<file path="src/rtl/lsu_ld_spec_feedback_unit.sv">
// Load-speculation feedback producer: buffers RAW-hazard reports from the load pipes and
// emits the oldest live AL index (by age relative to al_rp) once per cycle to the renamer.
module lsu_ld_spec_feedback_unit #(
  parameter int AL_IDX_WIDTH = 6,
  parameter int NUM_REQ      = 2,
  parameter int DEPTH        = 4
) (
  input  logic                            clk,
  input  logic                            rst_n,
  input  logic                            flush,
  input  logic [AL_IDX_WIDTH-1:0]         al_rp,
  input  logic [AL_IDX_WIDTH-1:0]         al_wp,
  input  logic [NUM_REQ-1:0]              req_valid,
  input  logic [NUM_REQ*AL_IDX_WIDTH-1:0] req_al_idx,
  output logic                            req_ready,
  output logic                            ld_speculative_feedback_valid,
  output logic [AL_IDX_WIDTH-1:0]         ld_speculative_feedback_al_idx,
  output logic                            overflow_err
);

  localparam int NC = DEPTH + NUM_REQ;
  localparam int CW = $clog2(DEPTH + 1);

  typedef logic [AL_IDX_WIDTH-1:0] idx_t;

  logic [DEPTH-1:0] valid_q, valid_d;
  idx_t             idx_q [DEPTH];
  idx_t             idx_d [DEPTH];
  logic             fb_valid_q, fb_valid_d;
  idx_t             fb_idx_q, fb_idx_d;
  logic             ovf_q, ovf_d;

  logic [CW-1:0]    count;
  logic             accept;
  idx_t             occ;
  logic [NC-1:0]    candV;
  logic [NC-1:0]    keep;
  idx_t             candIdx [NC];
  idx_t             candAge [NC];
  logic             selFound;
  int               selPos;
  int               wrPtr;

  always_comb begin
    count = '0;
    for (int i = 0; i < DEPTH; i++) begin
      count = count + CW'(valid_q[i]);
    end
  end

  // Ready depends only on registered occupancy so it never combinationally loops back.
  assign req_ready = ((CW'(DEPTH) - count) >= CW'(NUM_REQ));

  always_comb begin
    accept = req_ready && !flush;
    occ    = al_wp - al_rp;

    for (int i = 0; i < DEPTH; i++) begin
      candV[i]   = valid_q[i];
      candIdx[i] = idx_q[i];
    end
    for (int r = 0; r < NUM_REQ; r++) begin
      candV[DEPTH+r]   = req_valid[r] && accept;
      candIdx[DEPTH+r] = req_al_idx[r*AL_IDX_WIDTH +: AL_IDX_WIDTH];
    end

    // Keep live candidates only; a later duplicate of an already-kept index is merged away.
    keep = '0;
    for (int c = 0; c < NC; c++) begin
      candAge[c] = candIdx[c] - al_rp;
      keep[c]    = candV[c] && (candAge[c] < occ);
      for (int j = 0; j < c; j++) begin
        if (keep[j] && (candIdx[j] == candIdx[c])) begin
          keep[c] = 1'b0;
        end
      end
    end

    selFound = 1'b0;
    selPos   = 0;
    for (int c = 0; c < NC; c++) begin
      if (keep[c] && (!selFound || (candAge[c] < candAge[selPos]))) begin
        selFound = 1'b1;
        selPos   = c;
      end
    end

    valid_d = '0;
    for (int i = 0; i < DEPTH; i++) begin
      idx_d[i] = idx_q[i];
    end
    wrPtr = 0;
    for (int c = 0; c < NC; c++) begin
      if (keep[c] && !(selFound && (c == selPos)) && (wrPtr < DEPTH)) begin
        valid_d[wrPtr] = 1'b1;
        idx_d[wrPtr]   = candIdx[c];
        wrPtr          = wrPtr + 1;
      end
    end

    fb_valid_d = selFound;
    fb_idx_d   = selFound ? candIdx[selPos] : fb_idx_q;
    ovf_d      = !flush && (|req_valid) && !req_ready;

    if (flush) begin
      valid_d    = '0;
      fb_valid_d = 1'b0;
      fb_idx_d   = fb_idx_q;
    end
  end

  always_ff @(posedge clk or negedge rst_n) begin
    if (!rst_n) begin
      valid_q    <= '0;
      for (int i = 0; i < DEPTH; i++) begin
        idx_q[i] <= '0;
      end
      fb_valid_q <= 1'b0;
      fb_idx_q   <= '0;
      ovf_q      <= 1'b0;
    end else begin
      valid_q    <= valid_d;
      for (int i = 0; i < DEPTH; i++) begin
        idx_q[i] <= idx_d[i];
      end
      fb_valid_q <= fb_valid_d;
      fb_idx_q   <= fb_idx_d;
      ovf_q      <= ovf_d;
    end
  end

  assign ld_speculative_feedback_valid  = fb_valid_q;
  assign ld_speculative_feedback_al_idx = fb_idx_q;
  assign overflow_err                   = ovf_q;

endmodule
</file>
<file path="config.mk">
export PLATFORM = sky130hd
export DESIGN_NAME = lsu_ld_spec_feedback_unit
export DESIGN_NICKNAME = d
export VERILOG_FILES = /design/src/rtl/lsu_ld_spec_feedback_unit.sv
export SDC_FILE = /design/constraint.sdc
export NUM_CORES = 1
export LEC_CHECK = 0
export BUFFER_PORTS_ARGS = -buffer_cell sky130_fd_sc_hd__buf_2
export CORE_MARGIN = 1
export CORE_UTILIZATION = 45
export DETAILED_ROUTE_END_ITERATION = 10
export PLACE_DENSITY_LB_ADDON = 0.15
export SETUP_SLACK_MARGIN = 0.15
export SLEW_MARGIN = 20
export SYNTH_ARGS = -nofsm -noshare
export SYNTH_HDL_FRONTEND = slang
export SYNTH_SLANG_ARGS = --single-unit
</file>
<file path="constraint.sdc">
create_clock -name clk -period 14.45 [get_ports clk]
set_input_delay 2.89 -clock clk [delete_from_list [all_inputs] [get_ports clk]]
set_output_delay 2.89 -clock clk [all_outputs]
set_load 0.02 [all_outputs]
</file>
=== Word level (Yosys, flattened, before mapping) ===
Cells that the tools add are included.

* Multiplexer cells: 84
* Div/mod/pow operators: 0
* Add/sub/neg operators: 15
* Reductions and logical operators: 79
* Multiply operators: 0
* Bitwise logic cells: 16
* Shifts and indexed selects: 0
* Equal/unequal tests: 20
* $lt $le $gt $ge: 42

{| class="wikitable"
|+ Operator list
! kind !! number
|-
| < comparator 32 x 4 -> 1 bit, second input constant || 10
|-
| NOT 32 bit || 10
|-
| two-way mux 32 bit || 8
|-
| >= comparator 32 x 1 -> 1 bit, second input constant || 5
|-
| >= comparator 32 x 3 -> 1 bit, second input constant || 5
|-
| >= comparator 32 x 4 -> 1 bit, second input constant || 5
|-
| < comparator 32 x 1 -> 1 bit, second input constant || 5
|-
| adder 32 x 2 -> 32 bit, second input constant || 4
|-
| bitwise mux 24 bit || 5
|-
| two-way mux 24 bit || 5
|-
| binary-select mux 6 bit (select 3 bit) || 5
|-
| equality test 6 bit || 15
|-
| two-way mux 6 bit || 15
|-
| < comparator 6 bit || 11
|-
| equality test 3 x 32 -> 1 bit, first input constant || 2
|-
| equality test 4 x 32 -> 1 bit, first input constant || 2
|-
| demux 6 bit (select 2 bit) || 5
|-
| logical AND 1 bit || 58
|-
| subtractor 6 bit || 7
|-
| equality test 2 x 32 -> 1 bit, first input constant || 1
|-
| logical NOT 32 bit || 1
|-
| two-way mux 1 bit || 30
|-
| two-way mux 4 bit || 6
|-
| OR 4 bit || 4
|-
| other kinds (12) || 32
|}

* Flip-flop bits (word level): 36
* Memories: 0
* Bits in latches: 0
* Bits in writable memories: 0
* Memory bits (read-only): 0

=== Depth between registers and ports, before layout ===
* Depth in word-level cells: 64
* Mapped depth: 78
* Gate-level depth less buffers: 68

=== Worst setup path before layout ===
OpenSTA, ideal clock, no wires.

* Path type: input -> register
* Start: input al_rp[1]
* End: register idx_q, in the netlist candIdx[32]
* Stages: 69
* Data arrival time: 16.820 ns
* Path slack: -2.495 ns
* Cell sequence: inv_1 > ha_1 > nor2b_1 > o31ai_1 > nand2_1 > ha_1 > o21ai_0 > o21bai_1 > maj3_1 > maj3_1 > o211ai_2 > or2_1 > buf_2 > clkbuf_1 > inv_1 > nand2_1 > a21boi_0 > ha_1 > [... 33 more ...] > buf_6 > a41o_1 > clkbuf_1 > inv_1 > ha_1 > nand3_1 > a31oi_4 > inv_1 > clkbuf_1 > buf_1 > ha_1 > nand2_1 > a31oi_2 > nor4b_1 > buf_2 > mux2i_1 > o31ai_1 > mux2_4

{| class="wikitable"
|+ RTL lines
! element !! RTL line !! RTL
|-
| start, declared || 11 || <nowiki>input logic [AL_IDX_WIDTH-1:0] al_rp,</nowiki>
|-
| end signal, assigned by index || 124 || <nowiki>idx_q[i] <= idx_d[i];</nowiki>
|-
| end, declared || 27 || <nowiki>idx_t idx_q [DEPTH];</nowiki>
|}

==> impl_metrics.env <==
export IMPL_timing_slew_headroom_pct=31.9
export IMPL_slew_viol_final=0
export IMPL_async_flop_share_pct=100
export IMPL_clock_latency_ps=290
export IMPL_synth_edff_count=0
export IMPL_clock_sinks=36
export IMPL_dr_pass1_iters=5
export IMPL_drt_initial_drc_count=501
export IMPL_finalSetupViolations=0
export IMPL_clockPowerShare_pct=9.9
export IMPL_ir_worst_vdd_uv=80.2
export IMPL_cts_buffers=5
export IMPL_drt_wirelength_per_cell_um=21.7
export IMPL_outcome="finished, final reports clean"
export IMPL_drt_wl_total_um=29100
export IMPL_fin_skew_ps=7.60
export IMPL_grt_pass1_vias=7861
export IMPL_ys_flop_type="dfrtp_1"
export IMPL_synth_seq_area_share_pct=11.6
export IMPL_grt_max_degree=37
export IMPL_tns_ps=0
export IMPL_grt_overflow=0
export IMPL_synth_common_cells="ha_1 (89), xnor2_1 (64), inv_1 (60)"
export IMPL_end_kind="flop"
export IMPL_rows=47
export IMPL_path_class="in2reg"
export IMPL_synth_area_leaders="ha_1 (14%), dfrtp_1 (12%), xnor2_1 (7.2%)"
export IMPL_syn_area_per_cell_um2=8.17
export IMPL_dieArea_um2=17800
export IMPL_post_route_cell_area_um2=10200
export IMPL_rsz0062_at_grt="yes"
export IMPL_grt_pass1_wl_um=44500
export IMPL_gp_congestion=0.951
export IMPL_worst_slew_pin_slew_ps=1010
export IMPL_via_per_inst=6.07
export IMPL_required_ps=14620
export IMPL_p_int_w=0.000611
export IMPL_leakagePower_nw=4.78
export IMPL_numPortBuffers=37
export IMPL_htreeDepth=2
export IMPL_hold_viol_final=0
export IMPL_cts_reportedPaths_clkPinSlew_ps=60
export IMPL_min_period_over_period_pct=99.5
export IMPL_synth_most_common_cell="ha_1"
export IMPL_pwr_share_seq_pct=13.7
export IMPL_antenna_found_initial=0
export IMPL_critPathMostFrequentCell="ha_4"
export IMPL_postSynthRegisterBits=36
export IMPL_start_util_pct=46.5
export IMPL_maxCapViolCount=0
export IMPL_period_needed_ps=14370
export IMPL_synth_top_area_cell="ha_1"
export IMPL_drive_gt1_share_pct=35.0
export IMPL_p_sw_w=0.000480
export IMPL_n_antenna_cell=0
export IMPL_worst_setup_path_start_kind="input pin"
export IMPL_slowest_delay_ps=560
export IMPL_place_area_um2=9350
export IMPL_switching_share_pct=44.0
export IMPL_synth_distinct_cells=89
export IMPL_netlist_area_um2=7790
export IMPL_comb_power_share_pct=76.4
export IMPL_ys_warn_count=0
export IMPL_clockBufferDepth=2
export IMPL_drtAntennaViolNets=0
export IMPL_die_w_um=134
export IMPL_yosysTopAreaCellShare_pct=14.3
export IMPL_final_util_pct=61.0
export IMPL_cts_hold_buffers=0
export IMPL_vias=8146
export IMPL_ios=38
export IMPL_critPathMaxFanout=7
export IMPL_drc=0
export IMPL_clockRootBuffer="clkbuf_16"
export IMPL_min_path_type="reg2reg"
export IMPL_syn_num_nets=1081
export IMPL_syn_instance_count=954
export IMPL_clock_fmax_mhz=69.6
export IMPL_coreArea_um2=16800
export IMPL_grtUsageTotal_pct=32.6
export IMPL_die_h_um=134
export IMPL_critPathArrivalTime_ps=14550
export IMPL_layout_nets=1247
export IMPL_place_hpwl_um=22500
export IMPL_syn2layout_area_growth_pct=31.3
export IMPL_cts_tree="built"
export IMPL_crit_path_top_delay_cell="fa_1"
export IMPL_p_per_area_nw_per_um2=107
## state kept, by name, indices dropped and copies added (netlist names)
signal and flops:
candIdx 24, ld_speculative_feedback_al_idx 6, ld_speculative_feedback_valid 1, overflow_err 1, valid_q 4
## layout make-up
type,count,area [um^2]
Clock inverter,3,18.8
Tap cell,220,275
Inverter,62,239
Clock buffer,5,125
Multi-Input combinational cell,794,7010
Fill cell,1506,6530
Timing Repair Buffer,221,1660
Sequential cell,36,901
## cells by family (layout without fill, tap and decap cells)
logic type,after synthesis,after routing,synth area share [%]
multiplexers,69,69,9.68
AND/OR/NAND/NOR,241,241,16.3
AO/OA/AOI/OAI,261,261,24.6
flip-flops,36,36,11.6
adder cells (fa/ha/maj),109,109,18.1
buffers and inverters,124,291,6.79
XOR/XNOR,114,114,12.9
## worst max-delay path, delay by kind of cell
family / cells / cell delay, ps
AOI/OAI and AO/OA: 27 / 4610
adders and majority gates: 12 / 3380
and+or+nand+nor: 12 / 1920
buffers and inverters: 10 / 1150
muxes: 2 / 360
xor gates and xnor gates: 1 / 200
## power by group through the flow
stage | Clock (W) | Combinational, W | Sequential, W
finish | 0.000108 | 0.000834 | 0.000150
global route | 0.000111 | 0.000909 | 0.000151
CTS | 0.000108 | 0.000768 | 0.000149
detailed placement | 0 | 0.000721 | 0.000150
global placement | 0 | 0.000714 | 0.000150
floorplan | 0 | 0.000470 | 0.000137
## per-layer routing
| layer | vias up | share of wire (%) | GRT usage [%] |
|---|---|---|---|
| li1 | 3806 | - | - |
| met5 | - | 0 | 0 |
| met1 | 3957 | 43 | 41.4 |
| met3 | 83 | 6.1 | 4.68 |
| met2 | 300 | 47 | 54.6 |
| met4 | 0 | 4.2 | 15.1 |
## cell usage in the layout, fill, tap and decap left out, drive strengths merged, types with 6 or more instances in the layout
master and count:
and2 11, or3 10, o21a 16, a211oi 16, maj3 11, o22ai 8
o211ai 8, nor2b 16, nor3 16, a21o 23, inv 60, mux2i 39
mux2 30, o31ai 9, xnor2 64, xor2 50, nand2 62, o31a 7
a21oi 56, nand3 22, and3 8, ha 89, dfrtp 36, fa 9
nor2 39, nand2b 14, o21ai 44, and4 6, nor4 7, nand4 20
a31oi 12, buf 221
## path summary, 6_finish.rpt
path	startpoint	to	slack, ps	cells after the start
worst min register to register	ld_speculative_feedback_al_idx[5]	ld_speculative_feedback_al_idx[5]	470	1
worst max register to register	candIdx[30]	candIdx[22]	2000	63
max in group asynchronous	rst_n	valid_q[2]	11200	1
min in group asynchronous	rst_n	overflow_err	2710	1
worst max-delay path	al_rp[0]	candIdx[22]	80	64
worst min-delay path	ld_speculative_feedback_al_idx[5]	ld_speculative_feedback_al_idx[5]	470	1
## through the flow
step / cells / hold WS (ps) / total power, W / setup WS, ps
detailed placement: 1298 / 461 / 0.000871 / -616
global route: 1341 / 481 / 0.00117 / -394
floorplan: 954 / 593 / 0.000607 / -1040
CTS: 1326 / 473 / 0.00103 / 151
global placement: 1298 / 455 / 0.000863 / -348
finish: 1341 / 469 / 0.00109 / 76.5
## repair_timing
item / CTS / global route
pin swaps: 29 / 58
endpoints found under the setup margin: 28 / 28
buffers inserted: 20 / 15
endpoints found under the hold margin: 0 / 0
gates resized for setup: 34 / 69
(Power assumes the default switching activity.)
